<file path="src/rtl/pipe_ctrl_pkg.sv">
// Shared types and constants for the 3-stage pipeline hazard controller.
package pipe_ctrl_pkg;

   localparam int REG_AW_DEFAULT = 5;

   typedef enum logic [1:0] {
      IDLE  = 2'd0,
      WAIT  = 2'd1,
      FAULT = 2'd2
   } mem_state_t;

   // Operand mux selects: register-file read or MW writeback value
   localparam logic FWD_REG = 1'b0;
   localparam logic FWD_WB  = 1'b1;

endpackage

</file>
<file path="src/rtl/mem_access_fsm.sv">
// Data-memory access sequencer: request handshake, wait counting, timeout fault.
//
// state | meaning
// IDLE  | no access outstanding; a MW load/store issues mem_req this cycle
// WAIT  | access outstanding, waiting for mem_ready; counter holds cycles waited
// FAULT | one-cycle timeout report; writeback of the faulting instruction killed
module mem_access_fsm
   import pipe_ctrl_pkg::*;
#(
   parameter int TIMEOUT_CYCLES = 16,
   parameter int CNT_W          = $clog2(TIMEOUT_CYCLES + 1)
) (
   input  logic clk,
   input  logic rst,
   input  logic mem_op,
   input  logic mem_ready,
   output logic mem_req,
   output logic kill_wb,
   output logic mem_fault,
   output logic mem_stall
);

   localparam logic [CNT_W-1:0] CNT_MAX = CNT_W'(TIMEOUT_CYCLES);

   mem_state_t       state;
   logic [CNT_W-1:0] cnt;

   always_ff @(posedge clk or negedge rst) begin
      if (!rst) begin
         state <= IDLE;
         cnt   <= '0;
      end else begin
         case (state)
            IDLE: begin
               if (mem_op && !mem_ready) begin
                  state <= WAIT;
                  cnt   <= CNT_W'(1);
               end
            end
            WAIT: begin
               if (mem_ready) begin
                  state <= IDLE;
                  cnt   <= '0;
               end else if (cnt == CNT_MAX) begin
                  state <= FAULT;
                  cnt   <= '0;
               end else begin
                  cnt <= cnt + CNT_W'(1);
               end
            end
            FAULT: begin
               state <= IDLE;
               cnt   <= '0;
            end
            default: begin
               state <= IDLE;
               cnt   <= '0;
            end
         endcase
      end
   end

   // Gated by rst so an abandoned access drops mem_req without waiting for a clock
   always_comb begin
      mem_req   = 1'b0;
      kill_wb   = 1'b0;
      mem_fault = 1'b0;
      mem_stall = 1'b0;
      if (rst) begin
         case (state)
            IDLE: begin
               mem_req   = mem_op;
               mem_stall = mem_op & ~mem_ready;
            end
            WAIT: begin
               mem_req   = 1'b1;
               mem_stall = ~mem_ready;
            end
            FAULT: begin
               kill_wb   = 1'b1;
               mem_fault = 1'b1;
            end
            default: begin
               mem_req = 1'b0;
            end
         endcase
      end
   end

endmodule

</file>
<file path="src/rtl/pipe_hazard_ctrl.sv">
// Hazard/sequencing controller for the IF/DE/MW pipeline.
// FWD_EN defined: MW->DE operand forwarding; undefined: one-cycle RAW interlock instead.
module pipe_hazard_ctrl
   import pipe_ctrl_pkg::*;
#(
   parameter int TIMEOUT_CYCLES = 16,
   parameter int CNT_W          = $clog2(TIMEOUT_CYCLES + 1),
   parameter int REG_AW         = REG_AW_DEFAULT
) (
   input  logic              clk,
   input  logic              rst,
   input  logic [REG_AW-1:0] rs1_de,
   input  logic [REG_AW-1:0] rs2_de,
   input  logic [REG_AW-1:0] rd_mw,
   input  logic              reg_wr_mw,
   input  logic              rd_en_mw,
   input  logic              wr_en_mw,
   input  logic              br_taken,
   input  logic              mem_ready,
   output logic              fwd_a,
   output logic              fwd_b,
   output logic              stall_if,
   output logic              stall_de,
   output logic              hold_mw,
   output logic              bubble_mw,
   output logic              flush_if,
   output logic              mem_req,
   output logic              kill_wb,
   output logic              mem_fault
);

   logic mem_op;
   logic mem_stall;
   logic hit_a;
   logic hit_b;
   logic fwd_sel_a;
   logic fwd_sel_b;
   logic raw_ilk;
   logic stall;

   assign mem_op = rd_en_mw | wr_en_mw;

   mem_access_fsm #(
      .TIMEOUT_CYCLES (TIMEOUT_CYCLES),
      .CNT_W          (CNT_W)
   ) u_fsm (
      .clk       (clk),
      .rst       (rst),
      .mem_op    (mem_op),
      .mem_ready (mem_ready),
      .mem_req   (mem_req),
      .kill_wb   (kill_wb),
      .mem_fault (mem_fault),
      .mem_stall (mem_stall)
   );

   // x0 is hardwired zero, so a write to it never produces a dependency
   assign hit_a = reg_wr_mw && (rd_mw != '0) && (rd_mw == rs1_de);
   assign hit_b = reg_wr_mw && (rd_mw != '0) && (rd_mw == rs2_de);

`ifdef FWD_EN
   assign fwd_sel_a = hit_a ? FWD_WB : FWD_REG;
   assign fwd_sel_b = hit_b ? FWD_WB : FWD_REG;
   assign raw_ilk   = 1'b0;
`else
   assign fwd_sel_a = FWD_REG;
   assign fwd_sel_b = FWD_REG;
   // Memory stall keeps the writer in MW, so the interlock waits until it can retire
   assign raw_ilk   = (hit_a | hit_b) & ~mem_stall;
`endif

   assign stall = mem_stall | raw_ilk;

   always_comb begin
      fwd_a     = rst & fwd_sel_a;
      fwd_b     = rst & fwd_sel_b;
      stall_if  = rst & stall;
      stall_de  = rst & stall;
      hold_mw   = rst & mem_stall;
      bubble_mw = rst & raw_ilk;
      flush_if  = rst & br_taken & ~stall;
   end

endmodule

</file>
<file path="config.mk">
export PLATFORM = sky130hd
export DESIGN_NAME = pipe_hazard_ctrl
export DESIGN_NICKNAME = d
export VERILOG_FILES = /design/src/rtl/pipe_ctrl_pkg.sv /design/src/rtl/mem_access_fsm.sv /design/src/rtl/pipe_hazard_ctrl.sv
export SDC_FILE = /design/constraint.sdc
export NUM_CORES = 1
export LEC_CHECK = 0
export CORE_ASPECT_RATIO = 0.9
export CORE_UTILIZATION = 37
export DETAILED_ROUTE_END_ITERATION = 10
export PLACE_DENSITY = 0.77
export SLEW_MARGIN = 40
export SYNTH_ARGS = -nofsm -noshare
export SYNTH_HDL_FRONTEND = slang
export SYNTH_SLANG_ARGS = --single-unit
</file>
<file path="constraint.sdc">
create_clock -name clk -period 2 [get_ports clk]
set_clock_uncertainty 0.1 [all_clocks]
set_input_delay 0.4 -clock clk [delete_from_list [all_inputs] [get_ports clk]]
set_output_delay 0.4 -clock clk [all_outputs]
set_load 0.02 [all_outputs]
</file>
==> out/qor.yml, run 1 <==
global_routing:
  grtUsageTotal_pct: 20.2
  grt_pass1_wl_mm: 2.47
  antenna_found_initial: 0
  gr-total-overflow: 0
  first_global_vias: 581
  grt_max_degree: 9
timing:
  timing.fmax_mhz: 486
  hold_viol_final: 0
  fin_crit_sh_pct: 103
  finalMaxSlewViolations: 0
  timing.final.ws_setup_ns: -0.0578
  timing.hold.ws_ns: 0.0781
  finalCriticalPeriod_ns: 2.06
  rsz0062_at_grt: "yes"
  finalSetupViolCount: 4
yosys:
  yosysTopAreaCell: "dfrtp_1"
  yosys-top-cells-area: "dfrtp_1, xor2_1, buf_4"
  synthFlopType: "dfrtp_1"
  ys_ff_latch: 7
  synth_top_area_share_pct: 29.9
  syn-mean-instance-area_um2: 8.63
  synth_warnings: 0
  synth_common_cells: "xor2_1, dfrtp_1, inv_1"
  synth_edf_count: 0
  yosysUniqueCellTypes: 27
  yosys.cell_count.top_type: "xor2_1"
  syn_area_um2: 587
  syn_inst: 68
  async_flop_share_pct: 100
  synth_seq_area_share_pct: 29.9
worst_setup_path:
  critPathMostFrequentCell: "buf_6"
  worst_r2r_endpoint: "u_fsm.cnt[2]"
  arrival_ns: 1.56
  crit_buf_inv: 3
  path_delay_family: "simple AND/OR/NAND/NOR gates"
  cp-startpoint: "rd_mw[4]"
  r2r_start: "u_fsm.cnt[0]"
  rr_worst_depth: 6
  r2r_slack_ns: 0.17
  max_stage_delay_ns: 0.54
  slowest_stage: "or4_4"
  critPathKind: "in -> out"
  crit_required_ns: 1.50
  crit_chain: "buf_8 > or4_4 > o21ai_4 > buf_6 > o31ai_4 > buf_6"
  worst_setup_path_start_kind: "primary input"
  endpoint_kind: "output pin"
  worst-path-max-fanout: 3
power_and_ir_drop:
  irDropWorstVdd_mv: 0.435
  p_leak_uw: 0.000487
  power_density_nw_per_um2: 488
clock_tree:
  worst_skew_pair.late_latency_ns: 0.25
  holdBufCountCts: 0
  root_buffer: "clkbuf_4"
  cts_tree: "done"
  clock_sinks: 7
  cts_max_level: 1
  numCtsBuffers: 3
  clkTransAtPathRegs_ns: 0.05
  clockBufferDepth: 2
route:
  wl_per_cell_um: 13.5
  ant_nets: 0
  vias: 638
  wirelength_mm: 1.66
  dr.pass1.iters: 7
  via_per_inst: 5.19
  drt_iter0_drc: 14
  drc_errors: 5
finish:
  fillers: 117
  regArea_um2: 175
  num_antenna_cells: 0
  multi_input_area_um2: 432
  final_util_pct: 69.2
  drive_above_1_share_pct: 37.0
  finalNetCount: 133
  area_growth_pct: 72.7
placement:
  gp_congestion: 0.779
  io_buffers: 29
  hpwl_mm: 1.16
worst_hold_path:
  hold_class: "in -> async"
floorplan:
  initial_core_util_pct: 40.1
  pin_count: 32
  fp.dieArea_um2: 1750
  fp-row-count: 13
  die_h_um: 39.8
  core_area_um2: 1460
  die_x_um: 44.0
job:
  cap_violations: 0
status:
  failed_checks: "DRC, setup timing"
  status: "finished with violations"
[sequential cells by signal, summed over array words and instances, names as in the netlist]
signal       count
u_fsm.cnt        5
u_fsm.state      2
[power by group]
| group | internal (uW) | switching [uW] |
|---|---|---|
| Clock | 76.2 | 53.3 |
| Combinational | 101 | 93.8 |
| Sequential | 156 | 14.9 |
[stage by stage]
| step | worst slack (ns) | cell area [um^2] | TNS [ns] | std cells | power (uW) |
|---|---|---|---|---|---|
| finish | -0.0578 | 1010 | -0.182 | 123 | 495 |
| global route | -0.0890 | 1010 | -0.327 | 123 | 527 |
| CTS | -0.0500 | 966 | -0.155 | 122 | 485 |
| detailed placement | -0.907 | 936 | -5.63 | 116 | 353 |
| global placement | -0.919 | 936 | -5.63 | 116 | 350 |
| floorplan | -0.0998 | 602 | -0.167 | 69 | 262 |
[cell type report]
| cell class | count | area share, % |
|---|---|---|
| multi-input cells | 52 | 42.6 |
| flip-flops and latches | 7 | 17.3 |
| clock buffers | 4 | 2.59 |
| well taps | 15 | 1.85 |
| inverters | 5 | 1.85 |
| repair buffers | 40 | 33.8 |
[layout by cell type (no fill, tap or decap), types with 2 or more instances in the layout]
| master | instances |
|---|---|
| o21ai_0 | 3 |
| ha_1 | 2 |
| clkdlybuf4s15_1 | 7 |
| nor2_1 | 3 |
| conb_1 | 2 |
| dfrtp_1 | 7 |
| or4_4 | 2 |
| nand3_1 | 2 |
| buf_4 | 11 |
| nor3_2 | 3 |
| nor4bb_1 | 2 |
| xor2_1 | 9 |
| o21bai_1 | 2 |
| inv_1 | 4 |
| clkdlybuf4s50_1 | 2 |
| a21oi_1 | 2 |
| clkbuf_4 | 3 |
| buf_6 | 6 |
| dlygate4sd2_1 | 5 |
| nor3b_1 | 2 |
| buf_2 | 7 |
| nand2_1 | 4 |
[worst max path at each step]
stage          slack (ns)        end  cells past startpoint
2_1_floorplan        -0.1   stall_if                      4
3_3_place_gp        -0.92   flush_if                      5
3_5_place_dp        -0.91   flush_if                      5
4_1_cts             -0.05   flush_if                      5
5_1_grt             -0.09  bubble_mw                      6
6_report            -0.06   stall_if                      6
[cell families after synthesis]
logic type      Yosys count  synth area share [%]
simple gates             22                  22.0
compound gates           15                  17.5
xor+xnor                 10                  14.9
buf+inv                  10                  9.17
flops                     7                  29.9
fa+ha+maj                 2                  4.26
other cells               1                 0.639
mux                       1                  1.71
[routing by layer]
metal  part of all wire [%]  vias to the layer above  GRT usage, %
met5                      0                        -             0
met4                   0.84                        0          9.09
met3                    8.8                        2          4.15
met2                     49                       25          39.2
met1                     42                      292          21.3
li1                       -                      319             -
[timing repair]
item,in CTS,in global routing
pin swaps,17,7
endpoints found under the setup margin,8,7
setup buffers,2,1
gates resized for setup,92,13
No activity file was read; power rests on OpenSTA's default activity.
==> inputs of run 2 (changes only) <==
CAP_MARGIN = 5   (was unset)
==> results of run 2 <==
The final DEF is identical to that of run 1; final timing and power are the same.
==> inputs of run 3 (changes only) <==
--- a/config.mk
+++ b/config.mk
@@ -10,2 +10,3 @@
 export CORE_UTILIZATION = 37
+export CTS_CLUSTER_DIAMETER = 80
 export DETAILED_ROUTE_END_ITERATION = 10
--- a/constraint.sdc
+++ b/constraint.sdc
@@ -4,2 +4,2 @@
 set_output_delay 0.4 -clock clk [all_outputs]
-set_load 0.02 [all_outputs]
+set_load 0.05 [all_outputs]
==> out/qor.yml, run 3 (synthesis gave the netlist of run 1 again) <==
finish:
  area_growth_pct: 95.3  # was 72.7%
  largest_register_ffs: 5  # unchanged
  top_regs: "u_fsm.cnt x5, u_fsm.state x2"  # unchanged
  drive_above_1_share_pct: 50.9  # was 37.0%
  regMostFlops: "u_fsm.cnt"  # unchanged
  final_common_cell: "buf_4"  # unchanged
  final_cell_count_no_fill: 129  # was 123
  layout_common_cells: "buf_4, xor2_1, clkbuf_2, dfrtp_1"  # was buf_4, xor2_1, clkdlybuf4s15_1, buf_2, dfrtp_1
  num_antenna_cells: 0  # unchanged
  finalNetCount: 139  # was 133
  final_util_pct: 78.3  # was 69.2%
route:
  ant_nets: 0  # unchanged
  via_per_inst: 4.91  # was 5.19
  vias: 634  # was 638
  dr.pass1.iters: 7  # unchanged
  drt_iter0_drc: 10  # was 14
  drc_errors: 4  # was 5
  wirelength_mm: 1.73  # was 1.66 mm
  wl_per_cell_um: 13.4  # was 13.5 um
timing:
  final.setup.tns_ns: -0.446  # was -0.182 ns
  timing.hold.ws_ns: 0.0249  # was 0.0781 ns
  timing.fmax_mhz: 473  # was 486 MHz
  hold_viol_final: 0  # unchanged
  rsz0062_at_grt: "yes"  # unchanged
  finalSetupViolCount: 5  # was 4
  timing.final.ws_setup_ns: -0.113  # was -0.0578 ns
  fin_crit_sh_pct: 106  # was 103%
  finalCriticalPeriod_ns: 2.11  # was 2.06 ns
  finalMaxSlewViolations: 0  # unchanged
worst_setup_path:
  arrival_ns: 1.61  # was 1.56 ns
  endpoint_kind: "output pin"  # unchanged
  critPathKind: "in -> out"  # unchanged
  cp-startpoint: "rd_mw[3]"  # was rd_mw[4]
  rr_worst_depth: 6  # unchanged
  worst-path-max-fanout: 3  # unchanged
  crit_required_ns: 1.50  # about the same
  r2r_start: "u_fsm.cnt[0]"  # unchanged
  worst_setup_path_start_kind: "primary input"  # unchanged
floorplan:
  die_h_um: 39.8  # unchanged
  core_area_um2: 1460  # unchanged
  die_x_um: 44.0  # unchanged
  fp-row-count: 13  # unchanged
  initial_core_util_pct: 40.1  # unchanged
  fp.dieArea_um2: 1750  # unchanged
  pin_count: 32  # unchanged
global_routing:
  antenna_found_initial: 0  # unchanged
  first_global_vias: 621  # was 581
  grtUsageTotal_pct: 22.5  # was 20.2%
  gr-total-overflow: 0  # unchanged
  grt_max_degree: 9  # unchanged
  grt_pass1_wl_mm: 2.82  # was 2.47 mm
clock_tree:
  numCtsBuffers: 3  # unchanged
  clkTransAtPathRegs_ns: 0.05  # about the same
  worst_skew_pair.late_latency_ns: 0.25  # about the same
  clock_sinks: 7  # unchanged
  root_buffer: "clkbuf_4"  # unchanged
  cts_max_level: 1  # unchanged
  cts_tree: "done"  # unchanged
  clockBufferDepth: 2  # unchanged
job:
  cap_violations: 0  # unchanged
placement:
  io_buffers: 29  # unchanged
  place_inst: 119  # was 116
  gp_congestion: 0.753  # was 0.779
  hpwl_mm: 1.36  # was 1.16 mm
worst_hold_path:
  hold_class: "in -> async"  # unchanged
power_and_ir_drop:
  p_leak_uw: 0.000524  # was 0.000487 uW
  power_density_nw_per_um2: 478  # was 488 nW/um^2
  power_uw: 548  # was 495 uW
  irDropWorstVdd_mv: 0.377  # was 0.435 mV
status:
  failed_checks: "DRC, setup timing"  # unchanged
  status: "finished with violations"  # unchanged
run 3: cell count changes in the layout (fill, tap and decap cells not counted), sizes merged:
cell,delta
clkinvlp,+2
dlygate4sd2,-3
dlygate4sd1,-1
clkdlybuf4s15,-3
buf,+6
inv,-2
clkbuf,+8
clkdlybuf4s50,-1
run 3: worst paths after layout:
kind	end	slack [ns]
setup / recovery	stall_if	-0.11
hold / removal	u_fsm.cnt[0]	0.02
setup reg to reg	u_fsm.cnt[2]	0.19
hold reg to reg	u_fsm.cnt[0]	0.42
max in group asynchronous	u_fsm.cnt[4]	1.64
min in group clk	u_fsm.cnt[0]	0.42
run 3: power breakdown:
part           switching, uW  total, uW  internal (uW)
clock network           51.4        127           76.1
logic                    125        250            125
registers               15.3        171            156
total                    192        548            356
run 3: per-layer routing:
metal	routed length (um)	global-route usage, %	vias up
met3	82	1.84	0
li1	-	-	326
met5	0	0	-
met4	0	6.82	0
met2	894	38.1	16
met1	753	30.5	292
run 3: through the flow:
step           setup slack (ns)  area, um^2
6_report                 -0.113        1150
5_1_grt                  -0.185        1150
4_1_cts                  -0.139        1120
3_5_place_dp             -0.568        1080
3_3_place_gp             -0.517        1080
2_1_floorplan            -0.252         672
run 3: timing repair:
item                       in CTS  in global routing
resized for setup              52                 23
buffers inserted                3                  3
pin swaps                      15                 17
cloned                          0                  0
setup endpoints to repair       8                  6
hold buffers                    0                  0
run 3: cell type report:
class / count / area [um^2]
Multi-Input combinational cell: 52 / 453
Timing Repair Buffer: 46 / 447
Fill cell: 91 / 318
Sequential cell: 7 / 175
Clock buffer: 4 / 26.3
Inverter: 5 / 26.3
Tap cell: 15 / 18.8
run 3: worst max-delay path: stages:
cell and delay, ns:
buf_8 0.10, or4_4 0.54, o21ai_4 0.18, buf_6 0.13
o31ai_4 0.10, buf_12 0.16
